**config.mk**
```make
export PLATFORM = sky130hd
export DESIGN_NAME = tile_blitter
export DESIGN_NICKNAME = d
export VERILOG_FILES = /design/src/rtl/tile_blitter.sv
export SDC_FILE = /design/constraint.sdc
export NUM_CORES = 1
export LEC_CHECK = 0
export ABC_AREA = 1
export CAP_MARGIN = 5
export CORE_ASPECT_RATIO = 0.75
export CORE_MARGIN = 5
export CORE_UTILIZATION = 50
export DETAILED_ROUTE_END_ITERATION = 12
export PLACE_DENSITY = 0.77
export SLEW_MARGIN = 5
export SYNTH_ARGS = -nofsm -noshare
export SYNTH_HDL_FRONTEND = slang
export SYNTH_SLANG_ARGS = --single-unit
```
**constraint.sdc**
```tcl
create_clock -name clock -period 3.4 [get_ports clock]
set_input_delay 0.85 -clock clock [delete_from_list [all_inputs] [get_ports clock]]
set_output_delay 0.85 -clock clock [all_outputs]
set_load 0.05 [all_outputs]
```
**src/rtl/tile_blitter.sv**
```systemverilog
// Tile blitter: copies a 16x16 tile or a full-screen image from ROM into the VGA
// write port, one pixel per clock, behind a two-stage address/data pipeline.
// Ports:
//   clock, reset         : clock, asynchronous active-high reset
//   go                   : start request, sampled only while idle
//   X, Y                 : destination top-left corner
//   memory_select        : 0=tile 16x16, 1=stage, 2=title, 3=none
//   tile_select          : tile index in tile mode
//   rom_addr, rom_sel    : ROM read address (combinational) and bank select
//   rom_data             : ROM colour, one cycle after rom_addr
//   X_out, Y_out, colour : VGA pixel coordinate and colour
//   write_en             : VGA write strobe
//   busy, finished       : operation in progress, single-cycle done pulse
module tile_blitter #(
    parameter int unsigned SCREEN_W    = 320,
    parameter int unsigned SCREEN_H    = 240,
    parameter logic [2:0]  TRANSPARENT = 3'b101
) (
    input  logic        clock,
    input  logic        reset,
    input  logic        go,
    input  logic [8:0]  X,
    input  logic [7:0]  Y,
    input  logic [1:0]  memory_select,
    input  logic [3:0]  tile_select,
    output logic [16:0] rom_addr,
    output logic [1:0]  rom_sel,
    input  logic [2:0]  rom_data,
    output logic [8:0]  X_out,
    output logic [7:0]  Y_out,
    output logic [2:0]  colour,
    output logic        write_en,
    output logic        busy,
    output logic        finished
);

    localparam int unsigned XW   = 9;
    localparam int unsigned YW   = 8;
    localparam int unsigned AW   = 17;
    localparam int unsigned TILE_DIM = 16;
    localparam int unsigned TILE_N   = TILE_DIM * TILE_DIM;
    localparam int unsigned FULL_N   = SCREEN_W * SCREEN_H;

    typedef enum logic [1:0] {
        IDLE   = 2'd0,
        STREAM = 2'd1,
        DRAIN  = 2'd2,
        DONE   = 2'd3
    } state_t;

    state_t         state, state_next;
    logic [AW-1:0]  lin, lin_next;
    logic [XW-1:0]  cx, cx_next;
    logic [YW-1:0]  cy, cy_next;
    logic           drain_cnt, drain_next;
    logic           accept;

    // Operands latched on accept
    logic [XW-1:0]  x0;
    logic [YW-1:0]  y0;
    logic [1:0]     msel;
    logic [3:0]     tsel;

    // First pipeline stage: coordinates travelling alongside the ROM read
    logic           v1;
    logic [XW-1:0]  cx1;
    logic [YW-1:0]  cy1;

    logic           tile_mode;
    logic [XW-1:0]  width_m1;
    logic [AW-1:0]  last_lin;
    logic [AW-1:0]  base;
    logic           addr_valid;
    logic [XW:0]    sum_x;
    logic [YW:0]    sum_y;
    logic           on_screen;
    logic           opaque;

    assign tile_mode = (msel == 2'd0);
    assign width_m1  = tile_mode ? XW'(TILE_DIM - 1) : XW'(SCREEN_W - 1);
    assign last_lin  = tile_mode ? AW'(TILE_N - 1) : AW'(FULL_N - 1);
    assign base      = tile_mode ? AW'({tsel, 8'h00}) : '0;
    assign rom_addr  = base + lin;
    assign rom_sel   = msel;

    // The last address is still presented during the first drain cycle
    assign addr_valid = (state == STREAM) || ((state == DRAIN) && !drain_cnt);

    assign sum_x     = (XW+1)'(x0) + (XW+1)'(cx1);
    assign sum_y     = (YW+1)'(y0) + (YW+1)'(cy1);
    assign on_screen = (sum_x < (XW+1)'(SCREEN_W)) && (sum_y < (YW+1)'(SCREEN_H));
    assign opaque    = !(tile_mode && (rom_data == TRANSPARENT));

    // Next-state and counter logic
    always_comb begin
        state_next = state;
        lin_next   = lin;
        cx_next    = cx;
        cy_next    = cy;
        drain_next = drain_cnt;
        accept     = 1'b0;
        case (state)
            IDLE: begin
                if (go) begin
                    accept     = 1'b1;
                    lin_next   = '0;
                    cx_next    = '0;
                    cy_next    = '0;
                    drain_next = 1'b0;
                    state_next = (memory_select == 2'd3) ? DONE : STREAM;
                end
            end
            STREAM: begin
                lin_next = lin + AW'(1);
                if (cx == width_m1) begin
                    cx_next = '0;
                    cy_next = cy + YW'(1);
                end else begin
                    cx_next = cx + XW'(1);
                end
                // Leave once the final address is being presented
                if (lin == last_lin - AW'(1)) begin
                    state_next = DRAIN;
                    drain_next = 1'b0;
                end
            end
            DRAIN: begin
                if (drain_cnt) begin
                    state_next = DONE;
                end else begin
                    drain_next = 1'b1;
                end
            end
            DONE: begin
                state_next = IDLE;
            end
            default: begin
                state_next = IDLE;
            end
        endcase
    end

    // State, counters and latched operands
    always_ff @(posedge clock or posedge reset) begin
        if (reset) begin
            state     <= IDLE;
            lin       <= '0;
            cx        <= '0;
            cy        <= '0;
            drain_cnt <= 1'b0;
            x0        <= '0;
            y0        <= '0;
            msel      <= '0;
            tsel      <= '0;
        end else begin
            state     <= state_next;
            lin       <= lin_next;
            cx        <= cx_next;
            cy        <= cy_next;
            drain_cnt <= drain_next;
            if (accept) begin
                x0   <= X;
                y0   <= Y;
                msel <= memory_select;
                tsel <= tile_select;
            end
        end
    end

    // Pipeline and registered VGA/handshake outputs
    always_ff @(posedge clock or posedge reset) begin
        if (reset) begin
            v1       <= 1'b0;
            cx1      <= '0;
            cy1      <= '0;
            X_out    <= '0;
            Y_out    <= '0;
            colour   <= '0;
            write_en <= 1'b0;
            busy     <= 1'b0;
            finished <= 1'b0;
        end else begin
            v1       <= addr_valid;
            cx1      <= cx;
            cy1      <= cy;
            if (v1) begin
                X_out  <= sum_x[XW-1:0];
                Y_out  <= sum_y[YW-1:0];
                colour <= rom_data;
            end
            write_en <= v1 && on_screen && opaque;
            // busy covers the finished cycle as well
            busy     <= (state_next != IDLE) || (state == DONE);
            finished <= (state == DONE);
        end
    end

endmodule

```
After elaboration in Yosys (flattened, before gate mapping)
Index checks and enable logic that the tools add are counted.
- add/subtract/negate cells: 7
- magnitude comparators: 2
- equality and inequality tests: 10
- muxes and demuxes: 21
- reductions and logical operators: 17
- operator list (kind ; number):
    17-bit 2-to-1 mux ; 2
    17-bit one-hot mux with 2 select lines ; 1
    9-bit 2-to-1 mux ; 3
    9-bit one-hot mux with 2 select lines ; 1
    12-bit by 17-bit adder with 17-bit output ; 1
    17-bit by 1-bit adder with 17-bit output (second input constant) ; 1
    17-bit equality test ; 1
    17-bit by 1-bit subtractor with 17-bit output (second input constant) ; 1
    8-bit 2-to-1 mux ; 2
    8-bit one-hot mux with 2 select lines ; 1
    12-bit 2-to-1 mux ; 1
    9-bit by 9-bit adder with 10-bit output ; 1
    10-bit by 9-bit < comparator with 1-bit output (second input constant) ; 1
    8-bit by 8-bit adder with 9-bit output ; 1
    9-bit by 1-bit adder with 9-bit output (second input constant) ; 1
    9-bit equality test ; 1
    9-bit by 8-bit < comparator with 1-bit output (second input constant) ; 1
    8-bit by 1-bit adder with 8-bit output (second input constant) ; 1
    2-bit 2-to-1 mux ; 4
    2-bit one-hot mux with 4 select lines ; 1
    2-bit equality test (second input constant) ; 3
    3-bit AND reduction ; 2
    1-bit logical AND ; 5
    2-bit zero test ; 2
    11 further kinds ; 18
- bits in registers: 101
- input port bits: 29
- output and inout bits: 42
- word-level logic and storage cells: 75

Depth between registers and ports, before layout
- depth after elaboration: 8
- depth in mapped cells: 12

Worst setup path after synthesis
Ideal clock, no wire load.
- kind: flip-flop to output port
- start: register msel[1] (netlist: rom_sel[1])
- end: output rom_addr[16]
- arrival: 2937 ps
- setup slack: -387 ps
- cell stages (with the launch flop): 12
- cells stage by stage: dfrtp_1 -> or2_0 -> buf_6 -> nor2_1 -> ha_1 -> inv_1 -> fa_1 -> inv_1 -> a31oi_1 -> nor3_1 -> nand3_1 -> xor2_1
- longest elaborated chain between the ends: 3
- RTL lines (element ; line ; text):
    start, declared ; 61 ; logic [1:0] msel;
    start signal, assigned ; 164 ; msel <= memory_select;
    2-bit zero test ; 79 ; assign tile_mode = (msel == 2'd0);
    12-bit 2-to-1 mux ; 82 ; assign base = tile_mode ? AW'({tsel, 8'h00}) : '0;
    12-bit by 17-bit adder with 17-bit output ; 83 ; assign rom_addr = base + lin;
    end, declared ; 26 ; output logic [16:0] rom_addr,
No other way between the ends.

Final worst setup path
- start: register msel[1] (netlist: rom_sel[1])
- end: output rom_addr[15]
Same word-level chain as after synthesis.

==> tab_implementation.tex <==
\begin{tabular}{lr}
\hline
Metric & Value \\
\hline
\multicolumn{2}{l}{\textbf{Finish}} \\
Fin cells & around 850 \\
Layout Area Growth over Synthesis & 24.6\% \\
NumNets Final & 764 \\
Fraction of final layout cells with drive strength greater than 1 & a little under an eighth \\
Filler Cells Inserted & 837 \\
N\_diodes & 0 \\
\multicolumn{2}{l}{\textbf{Clock tree}} \\
Total number of clock tree sinks & $\sim$100 \\
TritonCTS clock tree & done \\
Largest buffer count on any clock path & 2 \\
Root Buffer & clkbuf\_16 \\
Later-pin clock latency in the skew report & approximately 0.34 ns \\
Clock H-tree levels & 3 \\
TritonCTS Buffers & 9 \\
Clock-pin transition on the worst setup and hold timing paths & 0.06 ns \\
CTS Hold Bufs & 0 \\
\multicolumn{2}{l}{\textbf{Floorplanning}} \\
Initial standard-cell utilization of the core & just over 50\% \\
Die footprint & about 13000 sq um \\
Area of the placeable core & 10300 sq um \\
Width of the chip & $\sim$130 um \\
Number of rows in the core area & 32 \\
\# IOs & 71 \\
Die outline height & just under 100 um \\
\multicolumn{2}{l}{\textbf{Synth}} \\
Synthesized-area fraction occupied by adder cells & 7.03\% \\
Number of different library cells in the post-synthesis netlist & 38 \\
Multiplexer area fraction after synthesis & 0\% \\
Area contributors post-synth & dfrtp\_1 48\%, nand2\_1 15\%, ha\_1 5.9\%, inv\_1 4.0\%, o21ai\_0 3.8\% \\
Compound-Gate Fraction of Synth Area & approximately 8.1\% \\
Dominant combinational cell family by area after synthesis & simple AND/OR/NAND/NOR gates \\
Proportion of synthesized flip-flops having asynchronous set or reset & 100\% \\
Post-synth top cells & 214 x nand2\_1, 101 x dfrtp\_1, 56 x inv\_1 \\
Sequential area share after synthesis & between 40\% and 50\% \\
Largest area contributor in the netlist & dfrtp\_1 \\
Cells after synthesis & 640 \\
Xor and xnor area share after synthesis & under 10\% \\
Netlist area before placement & about 5300 sq um \\
Synthesis warning total & 0 \\
Area share of and/or/nand/nor cells after synthesis & a little over a quarter \\
Net Count, Synth & 697 \\
Portion of synthesized cell area occupied by the leading cell type & a little under half \\
Primary flip-flop cell chosen by synthesis mapping & dfrtp\_1 \\
Leading cell type by number of instances after synthesis & nand2\_1 \\
Flip-flop and latch count after synthesis & around 100 \\
Post-Syn Area per Cell & a little over 8 sq um \\
Number of enable-type register cells in the synthesized netlist & 0 \\
\multicolumn{2}{l}{\textbf{STA}} \\
Slew at the pin with the worst max-slew slack & between 0.8 and 0.9 ns \\
Hold slack & around 0.44 ns \\
Post-route fraction of the period consumed by the critical path & a little over nine tenths \\
Slew Viols, Final & 0 \\
\# setup viols final & 0 \\
Crit path time final & about 3.3 ns \\
Unrepaired setup endpoints after global routing & true \\
Rel. slew slack & between 40\% and 50\% \\
Number of hold violations in the final report & 0 \\
Upper clock frequency limit & approximately 0.3 GHz \\
Clock skew & 0.00759 ns \\
\multicolumn{2}{l}{\textbf{Detailed routing}} \\
Routed len/inst & roughly 15 um \\
Count of TritonRoute iterations in the first routing pass & 5 \\
Count of vias placed by the detailed router & between 4000 and 5000 \\
Antenna-violating nets left & 0 \\
Remaining routing DRC violations & 0 \\
Detailed router's first-iteration violation count & 340 \\
Vias per cell & between 5 and 6 \\
Final wirelength & 12700 um \\
\multicolumn{2}{l}{\textbf{Worst setup path}} \\
Worst setup path category & reg2out \\
Maximum fanout encountered on the critical timing path & 6 \\
Crit path DAT & between 2 and 2.5 ns \\
Type of element capturing the critical path & output pin \\
Type of origin of the critical path & register \\
Data required time at the worst endpoint & approximately 2.6 ns \\
\multicolumn{2}{l}{\textbf{Global route}} \\
Largest net degree at the start of global routing & 58 \\
Sum of overflow across all layers after global routing & 0 \\
Antenna violations before repair & 0 \\
Overall track demand over capacity in global routing & about a fifth \\
Global-route wire length before repair & $\sim$21000 um \\
Via count of the first global-routing pass & between 4000 and 5000 \\
\multicolumn{2}{l}{\textbf{Run}} \\
Max-cap violations & 0 \\
\multicolumn{2}{l}{\textbf{Placed design}} \\
Last weighted congestion value of the routability-driven placer & 0.923 \\
Detailed placement HPWL & around 9200 um \\
Port Buf Inserts & 70 \\
Number of instances in the placed design & 827 \\
\multicolumn{2}{l}{\textbf{Power and ir drop}} \\
Total power draw & 6110 uW \\
Power density over the cells & between 900 and 1000 nW/um\^{}2 \\
Worst ir drop on vdd & between 500 and 600 uV \\
Static leakage & 0.00323 uW \\
\multicolumn{2}{l}{\textbf{Worst hold path}} \\
Type of the worst min-delay path & reg2reg \\
\multicolumn{2}{l}{\textbf{Status}} \\
Run status & finished clean \\
\hline
\end{tabular}
-- power breakdown --
group | leakage (uW) | internal, uW | total [uW] | switching (uW)
logic | 0.00180 | 1100 | 3120 | 2010
clock network | 0.000134 | 566 | 980 | 413
registers | 0.00130 | 1650 | 2020 | 370
-- cell families after synthesis --
group | count (synthesis)
AND/OR/NAND/NOR | 328
flip-flops | 101
AO/OA/AOI/OAI | 74
buffers and inverters | 86
XOR/XNOR | 23
adder cells (fa/ha/maj) | 28
-- path summary, 6_finish.rpt --
| path | slack (ns) | start | end | depth (start not counted) |
|---|---|---|---|---|
| worst max register to register | 1.26 | state[1]$_DFF_PP0_ | cy[3]$_DFFE_PP0P_ | 9 |
| max in group asynchronous | 1.83 | reset | lin[12]$_DFFE_PP0P_ | 3 |
| worst min register to register | 0.44 | cy[7]$_DFFE_PP0P_ | cy1[7]$_DFF_PP0_ | 0 |
| worst max-delay path | 0.06 | rom_sel[1]$_DFFE_PP0P_ | rom_addr[15] | 11 |
| worst min-delay path | 0.44 | cy[7]$_DFFE_PP0P_ | cy1[7]$_DFF_PP0_ | 0 |
| min in group asynchronous | 0.88 | reset | y0[0]$_DFFE_PP0P_ | 2 |
-- metal layers --
metal  part of all wire (%)  vias to the layer above  global-route usage [%]  routed length [um]
met4                    1.0                        0                    5.97                 133
met1                     46                     2160                    28.0                5810
met2                     48                      119                    34.2                6040
met5                      0                        -                       0                   0
li1                       -                     2174                       -                   -
met3                    5.4                       12                    4.13                 686
-- worst max-delay path, cell delays in order (launching register included) --
cell	delay [ns]
dfrtp_2	0.41
or2_4	0.28
buf_4	0.17
nor2_1	0.17
ha_4	0.19
nand3_1	0.07
nand2_1	0.09
nand2_1	0.07
a21oi_2	0.20
nand3_2	0.12
xor2_2	0.22
buf_12	0.16
-- cell type report --
type	count	area, sq um	area share, %
clock buffers	13	240	3.64
flip-flops and latches	101	2530	38.3
inverters	61	233	3.52
multi-input cells	453	2520	38.2
repair buffers	81	876	13.3
well taps	136	170	2.58
clock inverters	2	35.0	0.530
-- placed cells by master (no fill, tap or decap), drive strengths merged, types with 2 or more instances in the layout --
master / instances
a31oi: 2
nand4: 11
o211ai: 2
ha: 25
buf: 19
nand3: 35
clkdlybuf4s50: 62
nor2: 42
a21oi: 14
fa: 3
nand3b: 3
o21a: 2
or2: 2
inv: 60
o21ai: 48
dfrtp: 101
nand2: 223
nor3: 9
nor3b: 2
xor2: 18
o22ai: 3
xnor2: 5
clkbuf: 13
-- state kept, by name, indices dropped and copies added, names as in the netlist, 3 cells and up --
name    count
Y_out       8
X_out       9
cx          9
cy          8
cy1         8
colour      3
y0          8
x0          9
cx1         9
tsel        4
lin        17
-- metrics by stage --
step / util (%) / setup WS (ns) / instance area, sq um / TNS, ns
final: 63.9 / 0.0565 / 6610 / 0
after detailed placement: 60.1 / 0.127 / 6200 / 0
after CTS: 63.2 / -0.0898 / 6530 / -0.178
after floorplan: - / -0.0961 / 5340 / -0.141
after global routing: 63.9 / -0.0418 / 6610 / -0.113
after global placement: 60.1 / 0.216 / 6200 / 0
-- repair_timing --
action,in CTS,in global routing
pin swaps,5,6
resized for setup,11,8
setup endpoints to repair,3,3
buffers inserted,2,3
Power figures use the tool's default switching activity.
